<file path="config.mk">
export PLATFORM = sky130hd
export DESIGN_NAME = rand_chk_xorshift_step
export DESIGN_NICKNAME = d
export VERILOG_FILES = /design/src/rtl/rand_chk_pkg.sv /design/src/rtl/rand_chk_xorshift_step.sv
export SDC_FILE = /design/constraint.sdc
export NUM_CORES = 1
export LEC_CHECK = 0
export CORE_MARGIN = 2
export CORE_UTILIZATION = 34
export DETAILED_ROUTE_END_ITERATION = 12
export MAX_ROUTING_LAYER = met4
export PLACE_DENSITY = 0.84
export SYNTH_ARGS = -nofsm -noshare
export SYNTH_HDL_FRONTEND = slang
export SYNTH_SLANG_ARGS = --single-unit
</file>
<file path="constraint.sdc">
create_clock -name vclk -period 1.5
set_input_delay 0.3 -clock vclk [all_inputs]
set_output_delay 0.3 -clock vclk [all_outputs]
set_load 0.02 [all_outputs]
</file>
<file path="src/rtl/rand_chk_pkg.sv">
// rand_chk_pkg: shared xorshift32 constants, generator seed and checker state encoding.
// Used by the rand generator and the rand_chk checker so both agree on the polynomial.
package rand_chk_pkg;

    localparam int DATA_W  = 32;
    localparam int XS_SH_A = 13;
    localparam int XS_SH_B = 17;
    localparam int XS_SH_C = 5;

    localparam logic [DATA_W-1:0] RAND_SEED = 32'hCDA9D4AF;

    typedef enum logic [1:0] {
        HUNT   = 2'd0,
        VERIFY = 2'd1,
        LOCKED = 2'd2
    } state_e;

endpackage

</file>
<file path="src/rtl/rand_chk_xorshift_step.sv">
// rand_chk_xorshift_step: combinational xorshift32 next-word function.
// Single definition of the shift polynomial shared by generator and checker.
module rand_chk_xorshift_step
    import rand_chk_pkg::*;
(
    input  logic [DATA_W-1:0] x_i,
    output logic [DATA_W-1:0] x_o
);

    logic [DATA_W-1:0] s1;
    logic [DATA_W-1:0] s2;

    always_comb begin
        s1  = x_i ^ (x_i << XS_SH_A);
        s2  = s1 ^ (s1 >> XS_SH_B);
        x_o = s2 ^ (s2 << XS_SH_C);
    end

endmodule

</file>
==> results of run 1 <==
kinds of logic after synthesis:
group / share of synthesized area [%]
xor+xnor: 100.0
per-stage QoR:
stage | setup slack, ns | cell area, sq um | TNS (ns)
floorplan | -0.01412 | 804.5 | -0.01412
CTS | -0.2300 | 2053 | -1.008
detailed placement | -1.007 | 1690 | -26.93
global placement | -0.9297 | 1690 | -25.88
timing repair:
item / CTS
pin swaps: 38
setup buffers: 22
gates resized for setup: 357
hold endpoints to repair: 0
endpoints found under the setup margin: 32
==> flow_summary.yaml, run 1 <==
sta:
  grt_repair_worst_endpoint: "x_o[8]"
  worstEndpointType: "top-level output"
cts:
  holdBufCountCts: 0
synthesis:
  seq_area_frac_synth_pct: 0
  synth_area_leaders: "xnor2_1, xor3_1, xnor3_1"
  synth_area_leader_cell: "xnor2_1"
  ys_types: 5
  syn_area_sq_um: 769.5
  synth_common_cells: "xnor2_1, xor2_1, xor3_1"
  synth.most_common_cell: "xnor2_1"
  syn_area_per_cell_sq_um: 13.27
  synth_nets: 90
  yosysWarnings: 0
  synth_top_area_share_pct: 30.73
  synthCells: 58
status:
  firstError: "[ERROR DPL-0038] Utilization greater than 100%, impossible to legalize"
  status: "stopped before the end"
  lastStage: "5_1_grt"
place:
  port_buffers: 64
  dp_hpwl_mm: 2.025
  gp_congestion: 0.7067
  placed_cells: 178
floorplanning:
  die_x_um: 51.58
  fp-row-count: 17
  fp.dieH_um: 51.58
  start_util_pct: 35.47
  boundaryPins: 64
global_routing:
  grt_max_degree: 4
==> run 2: changes to the inputs <==
Settings changed: CORE_AREA from default to 2 2 63 65, CORE_MARGIN 2 to default, CORE_UTILIZATION 34 to default, DIE_AREA from default to 0 0 65 67, MAX_ROUTING_LAYER met4 to default, PLACE_DENSITY 0.84 to default, PLACE_DENSITY_LB_ADDON from default to 0.15.
==> run 2 against run 1 <==
The flow now finishes, with violations (setup timing). Synthesized area is the same. Synthesized cell count is the same.
==> flow_summary.yaml, run 2 <==
synthesis:
  synth_common_cells: "xnor2_1, xor2_1, xor3_1"
  synth_area_leader_cell: "xnor2_1"
  synthXorXnorAreaFrac_pct: 100.0
  synth_top_area_share_pct: 30.73
  synthMuxAreaShare_pct: 0
  synthCells: 58
  syn_area_per_cell_sq_um: 13.27
  syn_area_sq_um: 769.5
  synth_compound_area_share_pct: 0
  synth_nets: 90
  synth_area_leaders: "xnor2_1, xor3_1, xnor3_1"
  synth_top_family_by_area: "XOR/XNOR gates"
  synth-simple-area-share_pct: 0
  ys_types: 5
  seq_area_frac_synth_pct: 0
  synth.most_common_cell: "xnor2_1"
  yosysWarnings: 0
  synth_fa_ha_area_share_pct: 0
floorplanning:
  boundaryPins: 64
  die_x_um: 65
  die_area_sq_um: 4355
  fp.dieH_um: 67
  core_area_sq_um: 3606
  fp-row-count: 22
  start_util_pct: 21.34
place:
  port_buffers: 64
  place_area_sq_um: 1738
  gp_congestion: 0.7691
  placed_cells: 201
  place_ws_ns: -0.9889
  dp_hpwl_mm: 2.083
layout:
  fill_cells: 287
  regArea_sq_um: 0
  nFlopsAndLatches: 0
  nClkBuffers: 0
  nets: 212
  area_delta_synth_final_pct: 199.0
  antennaDiodeCount: 0
  multi_input_area_sq_um: 1110
  design_area_sq_um: 2301
  mostFrequentLayoutCells: "buf_6, buf_4, buf_2, buf_8, xnor2_4"
  drive_gt1_share_pct: 84.83
  fin_util_pct: 63.81
  finalNonFillerCells: 226
power_and_ir_drop:
  internal_power_uw: 916.4
  p_clk_share_pct: 0
  p_leak_nw: 1.186
  total_power_mw: 1.573
  p_per_area_nw_per_um2: 683.8
  p_sw_share_pct: 41.76
  p_switching_uw: 657.0
  ir_worst_vdd_mv: 0.3792
  p_comb_share_pct: 100.0
  pwr-share-seq_pct: 0
critical_path:
  critPathSlowestCell: "xor3_1"
  cp_top_family: "XOR/XNOR gates"
  path_class: "input port to output pin"
  max_stage_delay_ns: 0.44
  path_buf_inv: 3
  cp.arrival_ns: 1.29
  worst_setup_path_start_kind: "input port"
  path_cells: "buf_8, buf_4, xor3_1, xor2_2, buf_6"
  path_max_fanout: 2
  crit_path_end_kind: "output pin"
  crit_required_ns: 1.20
global_routing:
  antenna_found_initial: 0
  grt_max_degree: 5
  grt.total_usage_pct: 13.09
  grt_overflow: 0
  grt_pass1_vias: 955
  grt_pass1_wl_mm: 4.505
routing:
  drt-total-wl_mm: 2.893
  wl_per_cell_um: 12.80
  drt-pass1-iter-count: 4
  routed_via_density: 3.916
  antenna_left: 0
  num_vias: 885
  drt_iter0_drc: 13
  drc: 0
sta:
  fin_ws_ns: -0.08724
  slew_viol_final: 0
  fin_tns_setup_ns: -0.3515
  period_share_pct: 105.8
  finalSetupViolCount: 10
  slew_headroom_pct: 85.55
  fmax_mhz: 630.0
  final_hold_viol_count: 0
  min_period_ns: 1.587
  hold_ws_ns: 1.047
  rsz0062_at_grt: "yes"
  worstMarginPinSlew_ns: 0.2157
job:
  maxCapViolations: 0
status:
  status: "finished, violations left"
  violations: "setup timing"
hold_path:
  hold_path.class: "input port to output pin"
==> run 2: cell counts after synthesis <==
No cell type changed its count.
==> run 2: path summary, 6_finish.rpt <==
check  startpoint      end  slack [ns]  cells past startpoint
max        x_i[8]   x_o[9]       -0.09                      5
min       x_i[16]  x_o[29]        1.05                      4
==> run 2: cell families after synthesis <==
| group | Yosys count |
|---|---|
| XOR/XNOR | 58 |
==> run 2: area by class of cell <==
type                            instances  share of cell area (%)
Timing Repair Buffer                  120                   49.16
Tap cell                               48                   2.610
Multi-Input combinational cell         58                   48.23
==> run 2: power groups by stage <==
stage	logic, mW	registers, mW	clock network (mW)
6_report	1.57	0	0
5_1_grt	1.65	0	0
4_1_cts	1.50	0	0
3_5_place_dp	1.35	0	0
3_3_place_gp	1.34	0	0
2_1_floorplan	0.696	0	0
==> run 2: worst min-delay path: cells and delay by family <==
kind,cells,cell delay (ns)
buffers and inverters,2,0.24
xor gates and xnor gates,2,0.21
==> run 2: what timing repair did <==
| action | CTS | global route |
|---|---|---|
| resized for setup | 363 | 45 |
| endpoints found under the setup margin | 32 | 26 |
| hold buffers | 0 | 0 |
| buffers inserted | 24 | 5 |
| pin swaps | 39 | 23 |
==> run 2: per-layer routing <==
layer / wire (um) / global-route usage, % / up-vias
met5: 0 / 0 / -
met4: 0 / 0 / 0
met3: 246 / 2.196 / 0
met2: 1544 / 24.48 / 40
met1: 1102 / 16.68 / 414
li1: - / - / 431
Power figures use the tool's default switching activity.
==> run 3: changes to the inputs <==
Settings changed: SLEW_MARGIN from default to 20.
==> results of run 3 <==
Final layout, timing and power as in run 2 (identical DEF).
==> run 4: changes to the inputs <==
Settings changed: DONT_BUFFER_PORTS from default to 1, REMOVE_ABC_BUFFERS from default to 1.
==> run 4 against run 3 <==
The run now ends clean. Utilization decreased by 35 points. First-iteration DRC count down 85%. Routed wire length is 36% lower. Critical path type unchanged. Final cell count decreased by 40%. Final area decreased by 54%.
==> flow_summary.yaml, run 4 (synthesis results as in run 2) <==
status:
  status: "finished clean"
power_and_ir_drop:
  p_leak_nw: 0.5340
  ir_worst_vdd_mv: 0.2703
  p_per_area_nw_per_um2: 866.1
layout:
  antennaDiodeCount: 0
  fin_util_pct: 29.25
  area_delta_synth_final_pct: 37.07
  fill_cells: 385
  drive_gt1_share_pct: 35.63
  nFlopsAndLatches: 0
  layout_commonest_cell: "buf_4"
  regArea_sq_um: 0
  mostFrequentLayoutCells: "buf_4, xnor2_1, xor2_1, xor3_1, xnor3_1"
  nets: 121
  multi_input_area_sq_um: 777.0
  nClkBuffers: 0
job:
  maxCapViolations: 0
critical_path:
  max_stage_delay_ns: 0.45
  path_buf_inv: 0
  path_class: "input port to output pin"
  path_cells: "xor3_2, xnor3_1"
  crit_required_ns: 1.20
  critPathSlowestCell: "xnor3_1"
  cp.arrival_ns: 1.18
  worst_setup_path_start_kind: "input port"
  path_max_fanout: 4
  crit_path_end_kind: "output pin"
  cp_top_family: "XOR/XNOR gates"
routing:
  antenna_left: 0
  drc: 0
  drt_iter0_drc: 2
  wl_per_cell_um: 13.70
  num_vias: 528
  drt-pass1-iter-count: 2
  drt-total-wl_mm: 1.850
  routed_via_density: 3.911
global_routing:
  grt_pass1_wl_mm: 2.656
  grt_pass1_vias: 556
  grt_overflow: 0
  grt_max_degree: 5
  grt.total_usage_pct: 7.789
  antenna_found_initial: 0
sta:
  final_hold_viol_count: 0
  period_share_pct: 98.56
  rsz0062_at_grt: "no"
  hold_ws_ns: 0.7951
  fin_ws_ns: 0.02162
  slew_viol_final: 0
  finalSetupViolCount: 0
  min_period_ns: 1.478
  slew_headroom_pct: 72.60
  fmax_mhz: 676.4
  worstMarginPinSlew_ns: 0.4081
hold_path:
  hold_path.class: "input port to output pin"
place:
  gp_congestion: 0.7431
  place_ws_ns: 0.02180
  dp_hpwl_mm: 1.699
  port_buffers: 0
floorplanning:
  die_area_sq_um: 4355
  fp-row-count: 22
  start_util_pct: 21.34
  fp.dieH_um: 67
  core_area_sq_um: 3606
  boundaryPins: 64
  die_x_um: 65
cts:
  cts_setup_buffers: 0
  ctsResizeCount: 0
  holdBufCountCts: 0
## run 4: changes by cell type in the layout (fill, tap and decap cells not counted), sizes merged
| cell | before | now |
|---|---|---|
| clkbuf | 2 | 0 |
| buf | 118 | 29 |
## run 4: worst paths after layout
check                end  startpoint  slack (ns)  cells after the start
hold / removal    x_o[1]      x_i[1]        0.80                      2
setup / recovery  x_o[7]      x_i[6]        0.02                      2
## run 4: layer usage
| metal | GRT usage (%) | wire length [um] | share of wire (%) | vias up |
|---|---|---|---|---|
| met1 | 9.794 | 720 | 39 | 238 |
| met2 | 13.79 | 885 | 48 | 39 |
| met5 | 0 | 0 | 0 | - |
| met3 | 2.534 | 243 | 13 | 0 |
| met4 | 0 | 0 | 0 | 0 |
| li1 | - | - | - | 251 |
## run 4: layout make-up
type / instances / share of cell area (%)
multi-input combinational: 58 / 73.67
tap: 48 / 5.694
timing repair buffer: 29 / 20.64
## run 4: through the flow
| step | instances | power, mW | cell area, sq um | TNS (ns) |
|---|---|---|---|---|
| detailed placement | 135 | 0.9230 | 1047 | 0 |
| floorplan | 58 | 0.6804 | 769.5 | -0.1047 |
| finish | 135 | 0.9135 | 1055 | 0 |
| CTS | 135 | 0.9265 | 1047 | 0 |
| global placement | 135 | 0.9265 | 1047 | 0 |
| global route | 135 | 0.9648 | 1055 | 0 |
## run 4: where the power goes
part / switching [mW] / total [mW] / internal (mW)
logic: 0.470 / 0.914 / 0.443
clock network: 0 / 0 / 0
registers: 0 / 0 / 0
total: 0.470 / 0.914 / 0.443
